File: config.mk
export PLATFORM = sky130hd
export DESIGN_NAME = mac_seq_ctrl
export DESIGN_NICKNAME = d
export VERILOG_FILES = /design/src/rtl/mac_seq_ctrl.sv
export SDC_FILE = /design/constraint.sdc
export NUM_CORES = 1
export LEC_CHECK = 0
export CAP_MARGIN = 10
export CORE_ASPECT_RATIO = 1.4
export CORE_MARGIN = 2
export CORE_UTILIZATION = 40
export DETAILED_ROUTE_END_ITERATION = 6
export GPL_ROUTABILITY_DRIVEN = 1
export PLACE_DENSITY = 0.61
export SLEW_MARGIN = 40
export SYNTH_ARGS = -nofsm -noshare
export SYNTH_HDL_FRONTEND = slang
export SYNTH_SLANG_ARGS = --single-unit
File: constraint.sdc
create_clock -name clk -period 18.19 [get_ports clk]
set_input_delay 1.819 -clock clk [delete_from_list [all_inputs] [get_ports clk]]
set_output_delay 1.819 -clock clk [all_outputs]
set_load 0.05 [all_outputs]
File: src/rtl/mac_seq_ctrl.sv
// Streaming multiply-accumulate sequencer around an external 32x32 multiplier.
// Optional MAC_SATURATE_EN: clamp the accumulator to all-ones instead of wrapping.
module mac_seq_ctrl #(
    parameter int ACC_W = 72,
    parameter int CNT_W = 8
) (
    input  logic             clk,
    input  logic             rst,
    input  logic             start,
    input  logic [CNT_W-1:0] len,
    input  logic             abort,
    input  logic             in_valid,
    output logic             in_ready,
    input  logic [31:0]      a,
    input  logic [31:0]      b,
    output logic [31:0]      mul_a,
    output logic [31:0]      mul_b,
    input  logic [63:0]      mul_p,
    output logic             out_valid,
    input  logic             out_ready,
    output logic [ACC_W-1:0] acc_out,
    output logic             overflow,
    output logic             busy
);

    typedef enum logic [1:0] {
        IDLE,
        RUN,
        DRAIN,
        DONE
    } state_t;

    state_t           state;
    logic [CNT_W-1:0] len_r;
    logic [CNT_W-1:0] issued;
    logic [CNT_W-1:0] accumulated;
    logic             v1;
    logic             v2;
    logic [63:0]      prod_r;
    logic [ACC_W-1:0] acc;
    logic [ACC_W:0]   sum;
    logic             accept;

    assign accept = in_valid & in_ready;
    // Extra top bit of sum is the carry out of the accumulator.
    assign sum = {1'b0, acc} + (ACC_W+1)'(prod_r);

    always_ff @(posedge clk or posedge rst) begin
        if (rst) begin
            state       <= IDLE;
            len_r       <= '0;
            issued      <= '0;
            accumulated <= '0;
            v1          <= 1'b0;
            v2          <= 1'b0;
            prod_r      <= '0;
            acc         <= '0;
            mul_a       <= '0;
            mul_b       <= '0;
            in_ready    <= 1'b0;
            out_valid   <= 1'b0;
            acc_out     <= '0;
            overflow    <= 1'b0;
            busy        <= 1'b0;
        end else if (abort) begin
            state     <= IDLE;
            v1        <= 1'b0;
            v2        <= 1'b0;
            in_ready  <= 1'b0;
            out_valid <= 1'b0;
            busy      <= 1'b0;
        end else begin
            v1 <= accept;
            if (accept) begin
                mul_a  <= a;
                mul_b  <= b;
                issued <= issued + CNT_W'(1);
            end
            v2 <= v1;
            if (v1) begin
                prod_r <= mul_p;
            end
            if (v2) begin
`ifdef MAC_SATURATE_EN
                acc <= sum[ACC_W] ? '1 : sum[ACC_W-1:0];
`else
                acc <= sum[ACC_W-1:0];
`endif
                if (sum[ACC_W]) begin
                    overflow <= 1'b1;
                end
                accumulated <= accumulated + CNT_W'(1);
            end
            unique case (state)
                IDLE: begin
                    if (start) begin
                        acc      <= '0;
                        overflow <= 1'b0;
                        busy     <= 1'b1;
                        if (len != '0) begin
                            len_r       <= len;
                            issued      <= '0;
                            accumulated <= '0;
                            in_ready    <= 1'b1;
                            state       <= RUN;
                        end else begin
                            acc_out   <= '0;
                            out_valid <= 1'b1;
                            state     <= DONE;
                        end
                    end
                end
                RUN: begin
                    if (accept && (issued + CNT_W'(1)) == len_r) begin
                        in_ready <= 1'b0;
                        state    <= DRAIN;
                    end
                end
                DRAIN: begin
                    if (accumulated == len_r) begin
                        acc_out   <= acc;
                        out_valid <= 1'b1;
                        state     <= DONE;
                    end
                end
                DONE: begin
                    if (out_ready) begin
                        out_valid <= 1'b0;
                        busy      <= 1'b0;
                        state     <= IDLE;
                    end
                end
            endcase
        end
    end

endmodule

; ---- Word level (Yosys, flattened, before mapping)
; Index checks and enable logic that the tools add are counted.
; Widths: inputs -> output; s select.
[word_totals]
ff_bits = 304
input_bits = 142
[op_classes]
add_sub_neg = 3
n_eq_ne = 14
muxes = 42
n_bitwise = 2
n_reduce_logical = 15
[ops]
columns = operator, count
row1 = $mux 72, 6
row2 = $pmux 72 s2, 1
row3 = $add 72x64->73, 1
row4 = $mux 8, 8
row5 = $ne 3x3->1 const B, 6
row6 = $mux 1, 17
row7 = $add 8x1->8 const B, 2
row8 = $eq 8x8->1, 2
row9 = $mux 2, 6
row10 = $reduce_and 4->1, 3
row11 = $reduce_and 5->1, 2
row12 = $pmux 2 s4, 1
row13 = $reduce_bool 8->1, 1
row14 = $ne 2x2->1 const B, 3
row15 = $reduce_bool 3->1, 2
row16 = $eq 2x2->1 const B, 2
row17 = $pmux 1 s2, 2
row18 = $reduce_and 2->1, 2
row19 = $reduce_bool 4->1, 1
row20 = $pmux 1 s3, 1
row21 = $reduce_and 3->1, 1
row22 = $eq 2x1->1 const B, 1
row23 = $logic_not 2->1, 1
row24 = $reduce_bool 2->1, 1
row25 = other kinds (3), 3

; ---- Depth between registers and ports, before layout
; Gate-level depths: netlist of the first run.
[depth]
word_depth = 6
depth_mapped = 13

; ---- Worst setup path before layout of the first run
; No wires, ideal clock.
[synth_path]
kind = input -> register
start = input port abort
end = register acc[71]
setup_ns = 0.120
t_arrival_ns = 3.308
required_ns = 18.070
path_slack_ns = 14.762
cell_stages = 6
path_buffers = 2
cell_sequence = clkbuf_1 or2_2 dlygate4sd3_1 nand2_1 a21oi_1 a31o_2
[synth_lines]
columns = element, line
row1 = "start, declared", 11  ; input logic abort,
row2 = "end signal, assigned", 87  ; acc <= sum[ACC_W-1:0];
row3 = "end, declared", 40  ; logic [ACC_W-1:0] acc;

==> results.py, run 1 <==
metrics = {
    "critical_path": {
        "crit_arrival_ns": 4.44,
        "worstPathRequired_ns": 18.59,
        "crit_path_start_kind": "primary input",
        "critPathMaxFanout": 68,
        "critPathCaptureType": "flop",
        "worstSetupPathType": "primary input to flop",
    },
    "cells_and_area": {
        "multi_input_area_um2": 7752,
        "area_delta_synth_final_pct": 27.32,
        "num-nets-final": 2161,
        "final-seq-area_um2": 7607,
        "fillerInstances": 3634,
        "final_cells": 2497,
        "drive_gt1_share_pct": 8.892,
    },
    "global_route": {
        "gr-total-overflow": 0,
        "antenna_found_initial": 0,
        "grt_util_all_layers_pct": 20.82,
        "grt_pass1_vias": 13168,
        "grt_max_degree": 84,
        "grt_pass1_wl_um": 68550,
    },
    "floorplan": {
        "dieArea_um2": 41240,
        "start_util_pct": 40.34,
        "io_pins": 282,
        "rows": 86,
        "coreArea_um2": 39280,
        "die_height_um": 239.5,
        "fp.dieW_um": 172.2,
    },
    "placed_design": {
        "post-place-ws_ns": 13.59,
        "gp_congestion": 0.8682,
        "portBuffers": 281,
        "dp.cells": 2440,
        "place_hpwl_um": 30800,
    },
    "synth": {
        "synth_flop_cell": "dfrtp_1",
        "syn_avg_cell_area_um2": 9.271,
        "synthesis.nets": 1922,
        "yosys_warnings": 0,
        "synth-edff-count": 0,
        "ys_seq_area_share_pct": 48.01,
        "syn_inst": 1709,
        "synth_cell_types": 75,
        "synthDominantCellAreaShare_pct": 48.01,
        "postSynth.asyncResetShare_pct": 100.0,
        "synth_area_um2": 15840,
        "ys_ff_latch": 304,
        "yosysTopAreaCell": "dfrtp_1",
        "yosys-top-cells-area": "dfrtp_1, nand2_1, ha_1",
    },
    "detailed_routing": {
        "vias_per_cell": 5.153,
        "drc": 0,
        "num_vias": 12866,
        "routedWlPerCell_um": 17.13,
        "drtAntennaViolNets": 0,
        "wirelength_um": 42760,
        "drtIter0Drc": 735,
        "drtPass1Iterations": 4,
    },
    "power_and_ir_drop": {
        "p_sw_share_pct": 42.83,
        "combPwrFrac_pct": 46.0,
        "p_seq_share_pct": 32.7,
        "power_switching_w": 0.001383,
        "p_int_w": 0.001846,
        "pwr-share-clk_pct": 21.4,
        "power.leakage_nw": 9.128,
        "cellPowerDensity_nw_per_um2": 160.1,
        "ir_drop_mv": 0.07508,
    },
    "clocking": {
        "cts_tree": "built",
        "cts-root-buf": "clkbuf_16",
        "cts_buffer_depth": 3,
        "h-tree-depth": 2,
        "cts_sinks": 304,
        "path_clk_slew_ns": 0.06,
        "cts_resized": 0,
        "post-cts-setup-buffers": 0,
        "clk_latency_ns": 0.53,
        "ctsHoldBuffers": 0,
        "cts_made_buffers": 34,
    },
    "timing": {
        "worst_slack_ns": 14.15,
        "min_period_over_period_pct": 22.21,
        "rsz0062_at_grt": "no",
        "skew_ns": 0.02131,
        "hold_violations": 0,
        "relSlewSlack_pct": 47.16,
        "tightest_slew_ns": 0.7896,
        "finalSetupViolations": 0,
        "setup_tns_ns": 0,
        "slew_violations": 0,
        "period_needed_ns": 4.039,
        "fmax_mhz": 247.6,
    },
    "outcome": {
        "status": "complete, no violations",
    },
    "hold_path": {
        "hp-class": "flop to flop",
    },
    "flow_run": {
        "maxCapViolCount": 0,
    },
}
[power groups by stage]
stage	logic [W]	clock network [W]	registers [W]
finish	0.00148	0.000690	0.00105
global route	0.00160	0.000736	0.00108
CTS	0.00149	0.000709	0.00106
detailed placement	0.00149	0	0.00107
global placement	0.00147	0	0.00106
floorplan	0.000623	0	0.00146
[per-layer routing]
| metal | global-route usage (%) | wire (um) |
|---|---|---|
| met5 | 0 | 0 |
| met4 | 7.665 | 1460 |
| met3 | 3.751 | 2089 |
| met2 | 37.79 | 21430 |
| met1 | 24.28 | 17790 |
[per-stage QoR]
stage          util [%]  cell area [um2]  hold WS, ns  total power (W)
5_1_grt           51.35            20170       0.4936         0.003424
6_report          51.36            20170       0.4720         0.003229
3_5_place_dp      48.54            19060       0.4615         0.002554
3_3_place_gp      48.45            19030       0.4561         0.002527
2_1_floorplan         -            15840       0.4750         0.002085
4_1_cts           51.34            20160       0.4754         0.003261
[sequential cells by signal, summed over array words and instances (netlist names)]
register / flops
issued: 8
v2: 1
overflow: 1
out_valid: 1
mul_b: 32
acc: 72
len_r: 8
state: 2
mul_a: 32
accumulated: 8
busy: 1
acc_out: 72
prod_r: 64
v1: 1
in_ready: 1
[final timing paths]
check | endpoint | startpoint | slack (ns) | cells past startpoint
worst max-delay path | issued[2] | abort | 14.15 | 8
worst min-delay path | mul_a[23] | mul_a[23] | 0.47 | 2
worst max register to register | acc[60] | acc[0] | 14.35 | 13
worst min register to register | mul_a[23] | mul_a[23] | 0.47 | 2
max in group asynchronous | acc[39] | rst | 14.70 | 4
min in group asynchronous | mul_b[8] | rst | 1.74 | 2
[logic make-up (layout without fill, tap and decap cells)]
kind of cell	after synthesis	count (layout)	synth area share, %
buffers and inverters	116	375	3.119
other	0	1	0
AND/OR/NAND/NOR	656	656	17.47
multiplexers	78	78	5.504
XOR/XNOR	91	91	5.030
adder cells (fa/ha/maj)	71	71	5.654
flip-flops	304	304	48.01
AO/OA/AOI/OAI	393	393	15.21
[Yosys cell counts, drive strengths merged, types with 8 or more instances]
library cell  count
o21ai           172
o21bai            9
a31oi            11
or2               8
dfrtp           304
nor4              8
a211oi            9
nand4            24
mux2             73
xor2             46
a21o             44
nor2             65
ha               70
nor3              8
nand2           476
inv              24
xnor2            45
nand3            19
clkbuf           80
o21a             10
a21oi            91
buf              11
and3             13
[area by class of cell]
| class | instances | share of cell area [%] |
|---|---|---|
| timing repair buffer | 295 | 14.63 |
| sequential | 304 | 37.71 |
| tap | 528 | 3.275 |
| clock inverter | 11 | 0.6761 |
| clock buffer | 45 | 4.776 |
| multi-input combinational | 1289 | 38.43 |
| inverter | 24 | 0.4838 |
| antenna | 1 | 0.01241 |
[worst max-delay path: stages]
cell	delay, ns
clkdlybuf4s50_1	0.73
or2_2	0.43
buf_4	0.34
inv_2	0.18
buf_4	0.57
nand2_1	0.14
xor2_1	0.15
nor2_1	0.05
[layout by cell type (no fill, tap or decap), types with 5 or more instances in the layout]
cell and instances:
nor2b_1 5, a211oi_1 9, a21oi_2 5, and3_1 10
o21bai_1 9, clkbuf_8 6, nand4_1 23, buf_4 8
a31oi_1 9, nor4_1 8, inv_1 22, nor3_1 8
dfrtp_1 304, nand2_1 476, clkbuf_1 5, nor2_1 65
nand2b_1 6, a21o_1 44, clkbuf_16 35, xnor2_1 45
mux2_2 73, o21a_1 10, a21oi_1 86, mux2i_1 5
or2_2 6, and2_1 7, a21boi_0 5, xor2_1 46
o21ai_0 168, ha_1 69, clkdlybuf4s50_1 281, nand3_1 19
clkinv_2 6
No activity file was read; power rests on OpenSTA's default activity.
==> run 2: changes to the inputs <==
Clock period 18.19 ns to 4.2 ns, I/O delays scaled along.
==> results.py, run 2 (same netlist as run 1, synthesis figures left out) <==
metrics = {
    "clocking": {
        "clk_latency_ns": 0.58,
        "ctsHoldBuffers": 0,
        "cts-root-buf": "clkbuf_16",
        "cts_made_buffers": 31,
        "cts_tree": "built",
        "cts_buffer_depth": 3,
        "cts_sinks": 304,
        "path_clk_slew_ns": 0.06,
        "cts_resized": 0,
        "post-cts-setup-buffers": 0,
        "h-tree-depth": 1,
    },
    "timing": {
        "fmax_mhz": 285.8,
        "worst_slack_ns": 0.7014,
        "tightest_slew_ns": 0.7609,
        "skew_ns": 0.01285,
        "min_period_over_period_pct": 83.30,
        "finalSetupViolations": 0,
        "slew_violations": 0,
        "relSlewSlack_pct": 49.09,
        "rsz0062_at_grt": "no",
        "period_needed_ns": 3.499,
        "hold_violations": 0,
    },
    "placed_design": {
        "dp.cells": 2441,
        "post_dp_cell_area_um2": 19130,
        "place_hpwl_um": 31490,
        "portBuffers": 281,
        "gp_congestion": 0.8642,
        "post-place-ws_ns": 0.7606,
    },
    "floorplan": {
        "start_util_pct": 40.34,
        "dieArea_um2": 41240,
        "die_height_um": 239.5,
        "coreArea_um2": 39280,
        "io_pins": 282,
        "rows": 86,
        "fp.dieW_um": 172.2,
    },
    "critical_path": {
        "crit_path_start_kind": "flop",
        "rr_worst_depth": 13,
        "r2r_end": "acc[60]",
        "critPathMaxFanout": 4,
        "r2r-start": "prod_r[0]",
        "crit_top_cell": "a21oi_2",
        "worstPathRequired_ns": 4.63,
        "crit_arrival_ns": 3.93,
        "critPathCaptureType": "flop",
        "critical_path.slowest_cell": "fa_1",
        "worst-path-buf-inv": 0,
        "worstSetupPathType": "flop to flop",
        "cpPeakStageDelay_ns": 0.42,
        "cp-startpoint": "prod_r[0]",
        "path_cells": "ha_1 -> fa_1 -> a21o_1 -> and4_1 -> or2_1 -> a21oi_2 -> o31ai_1 -> a41o_1 -> a21oi_2 -> o41ai_2 -> a21oi_1 -> xor2_1 -> o21ai_0",
        "cp_top_family": "compound AO/OA/AOI/OAI gates",
        "ff2ff_setup_slack_ns": 0.70,
    },
    "power_and_ir_drop": {
        "power.leakage_nw": 9.125,
        "ir_drop_mv": 0.3417,
        "cellPowerDensity_nw_per_um2": 685.7,
    },
    "cells_and_area": {
        "layout_common_cells": "nand2_1, dfrtp_1, clkdlybuf4s50_1",
        "drive_gt1_share_pct": 8.934,
        "num-nets-final": 2159,
        "fillerInstances": 3666,
        "final_cells": 2499,
        "reg_top3": "acc (72), acc_out (72), prod_r (64)",
        "area_delta_synth_final_pct": 27.40,
        "fin_area_um2": 20190,
        "final_common_cell": "nand2_1",
    },
    "global_route": {
        "grt_pass1_vias": 13147,
        "antenna_found_initial": 3,
        "grt_util_all_layers_pct": 20.76,
        "grt_max_degree": 145,
        "grt_pass1_wl_um": 68580,
        "gr-total-overflow": 0,
    },
    "detailed_routing": {
        "drtPass1Iterations": 5,
        "routedWlPerCell_um": 17.21,
        "wirelength_um": 43020,
        "drtIter0Drc": 613,
        "vias_per_cell": 5.175,
        "drtAntennaViolNets": 0,
        "drc": 0,
        "num_vias": 12933,
    },
    "flow_run": {
        "maxCapViolCount": 0,
    },
    "hold_path": {
        "hp-class": "primary input to asynchronous set/reset pin",
    },
    "outcome": {
        "status": "complete, no violations",
    },
}
## run 2: area by class of cell
| cell class | count | area (um2) | area share [%] |
|---|---|---|---|
| antenna | 1 | 2.502 | 0.01240 |
| clock buffer | 45 | 908.4 | 4.500 |
| clock inverter | 12 | 141.4 | 0.7004 |
| inverter | 24 | 96.34 | 0.4773 |
| multi-input combinational | 1289 | 7752 | 38.41 |
| sequential | 304 | 7607 | 37.69 |
| tap | 528 | 660.6 | 3.273 |
| timing repair buffer | 296 | 3017 | 14.94 |
## run 2: power breakdown
group | internal [W] | total, W | switching [W]
Combinational | 0.00231 | 0.00645 | 0.00414
Sequential | 0.00390 | 0.00455 | 0.000649
Clock | 0.00168 | 0.00284 | 0.00117
## run 2: per-layer routing
metal	vias up	routed length (um)	GRT usage, %
met4	4	1318	7.436
met3	82	2487	3.453
met1	6168	17360	24.49
li1	6322	-	-
met2	357	21830	37.65
met5	-	23	0
## run 2: worst max-delay path by stage
stage,slack (ns),endpoint,cells after the start
2_1_floorplan,-0.26,acc[0],1
3_3_place_gp,0.82,acc[60],13
3_5_place_dp,0.76,acc[60],13
4_1_cts,0.73,acc[60],13
5_1_grt,0.43,acc[60],13
6_report,0.70,acc[60],13
## run 2: metrics by stage
stage | hold WS, ns | TNS, ns | total power, W | util, %
2_1_floorplan | 0.4750 | -79.95 | 0.009031 | -
4_1_cts | 0.2370 | 0 | 0.01398 | 51.39
5_1_grt | 0.2692 | 0 | 0.01469 | 51.40
6_report | 0.2506 | 0 | 0.01384 | 51.40
3_3_place_gp | 0.4575 | 0 | 0.01097 | 48.65
3_5_place_dp | 0.4613 | 0 | 0.01107 | 48.72
==> run 3: changes to the inputs <==
Settings changed: PLACE_DENSITY 0.61 to 0.64.
Clock period 4.2 ns to 3.05 ns, I/O delays scaled along.
==> results.py, run 3 (same netlist as run 1, synthesis figures left out) <==
metrics = {
    "outcome": {
        "status": "finished with violations",
        "violations": "setup timing",
    },
    "clocking": {
        "cts_made_buffers": 30,
        "clk_latency_ns": 0.58,
        "h-tree-depth": 1,
        "ctsHoldBuffers": 0,
        "cts_buffer_depth": 3,
        "cts-root-buf": "clkbuf_16",
        "cts_tree": "built",
        "cts_sinks": 304,
        "path_clk_slew_ns": 0.07,
    },
    "detailed_routing": {
        "vias_per_cell": 5.169,
        "drtAntennaViolNets": 0,
        "drtIter0Drc": 669,
        "drtPass1Iterations": 4,
        "num_vias": 13506,
        "wirelength_um": 44720,
        "routedWlPerCell_um": 17.11,
        "drc": 0,
    },
    "cells_and_area": {
        "final_common_cell": "nand2_1",
        "drive_gt1_share_pct": 16.16,
        "reg_top3": "acc (72), acc_out (72), prod_r (64)",
        "fin_area_um2": 21420,
        "num-nets-final": 2275,
        "area_delta_synth_final_pct": 35.22,
        "fillerInstances": 3517,
        "layout_common_cells": "nand2_1, dfrtp_1, clkdlybuf4s50_1",
        "num_antenna_cells": 0,
    },
    "placed_design": {
        "post_dp_cell_area_um2": 19930,
        "gp_congestion": 0.8686,
        "portBuffers": 281,
        "place_hpwl_um": 32720,
    },
    "timing": {
        "skew_ns": 0.01262,
        "period_needed_ns": 3.114,
        "worst_slack_ns": -0.06357,
        "relSlewSlack_pct": 53.60,
        "fmax_mhz": 321.2,
        "hold_violations": 0,
        "tightest_slew_ns": 0.6960,
        "slew_violations": 0,
        "min_period_over_period_pct": 102.1,
        "rsz0062_at_grt": "yes",
        "finalSetupViolations": 6,
    },
    "global_route": {
        "grt_max_degree": 145,
        "gr-total-overflow": 0,
        "grt_pass1_vias": 13919,
        "grt_pass1_wl_um": 70940,
        "antenna_found_initial": 0,
        "grt_util_all_layers_pct": 21.45,
    },
    "critical_path": {
        "rr_worst_depth": 13,
        "r2r_end": "acc[66]",
        "crit_path_start_kind": "flop",
        "critPathMaxFanout": 7,
        "worstSetupPathType": "flop to flop",
        "worstPathRequired_ns": 3.55,
        "ff2ff_setup_slack_ns": -0.06,
        "critPathCaptureType": "flop",
        "cp-startpoint": "acc[0]",
        "r2r-start": "acc[0]",
        "crit_path_end": "acc[66]",
        "crit_arrival_ns": 3.62,
    },
    "floorplan": {
        "fp.dieW_um": 172.2,
        "coreArea_um2": 39280,
        "die_height_um": 239.5,
        "rows": 86,
        "start_util_pct": 40.34,
        "io_pins": 282,
        "dieArea_um2": 41240,
    },
    "power_and_ir_drop": {
        "power.leakage_nw": 9.729,
        "cellPowerDensity_nw_per_um2": 922.4,
        "finalPower_w": 0.01976,
        "ir_drop_mv": 0.5748,
    },
    "hold_path": {
        "hp-class": "primary input to asynchronous set/reset pin",
    },
    "flow_run": {
        "maxCapViolCount": 0,
    },
}
-- run 3: worst max-delay path, cell delays in order, from the launching register on --
cell      delay (ns)
dfrtp_1         0.42
ha_4            0.19
fa_2            0.34
a21o_1          0.18
and4_4          0.20
o211ai_1        0.27
a21oi_2         0.12
or2_4           0.24
a21o_1          0.18
a211o_2         0.33
a31oi_4         0.16
o21ai_4         0.10
nand4_1         0.13
mux2i_1         0.19
-- run 3: timing repair --
action                     4_1_cts  5_1_grt
pin swaps                       18       23
setup buffers                    5        7
resized for setup               25       63
hold endpoints to repair         0        0
setup endpoints to repair       26       37
-- run 3: per-stage QoR --
stage               TNS (ns)  instances  setup slack [ns]  hold WS (ns)  utilization, %
detailed placement    -1.520       2545           -0.1714        0.4612           50.75
floorplan            -394.59       1709            -1.298        0.4104               -
global route          -2.125       2613           -0.2105       0.09583           54.55
global placement     -0.7600       2545           -0.1087        0.4565           50.75
finish               -0.1747       2613          -0.06357       0.09899           54.55
CTS                 -0.05928       2605          -0.04650        0.2209           53.77
-- run 3: power breakdown --
group	switching [W]	internal (W)
clock	0.00162	0.00214
sequential	0.000946	0.00537
combinational	0.00594	0.00375
-- run 3: worst min-delay path by stage --
stage                   start         to  slack (ns)
floorplan                a[0]   mul_a[0]        0.41
global placement     mul_b[7]   mul_b[7]        0.46
detailed placement  mul_b[31]  mul_b[31]        0.46
CTS                       rst    acc[61]        0.22
global route              rst   len_r[4]         0.1
finish                    rst   len_r[4]         0.1
-- run 3: routing by layer --
metal | share of wire [%] | global-route usage (%) | vias up
met5 | 0 | 0 | -
met4 | 3.4 | 7.818 | 0
met3 | 5.1 | 3.106 | 95
met2 | 52 | 40.21 | 356
met1 | 39 | 24.42 | 6503
li1 | - | - | 6552
-- run 3: cell type report --
class	count	area, um2	share of cell area [%]
Sequential cell	304	7607	35.51
Multi-Input combinational cell	1289	8109	37.85
Inverter	24	93.84	0.4380
Tap cell	528	660.6	3.084
Clock buffer	46	912.1	4.257
Clock inverter	9	82.58	0.3854
Timing Repair Buffer	413	3959	18.48
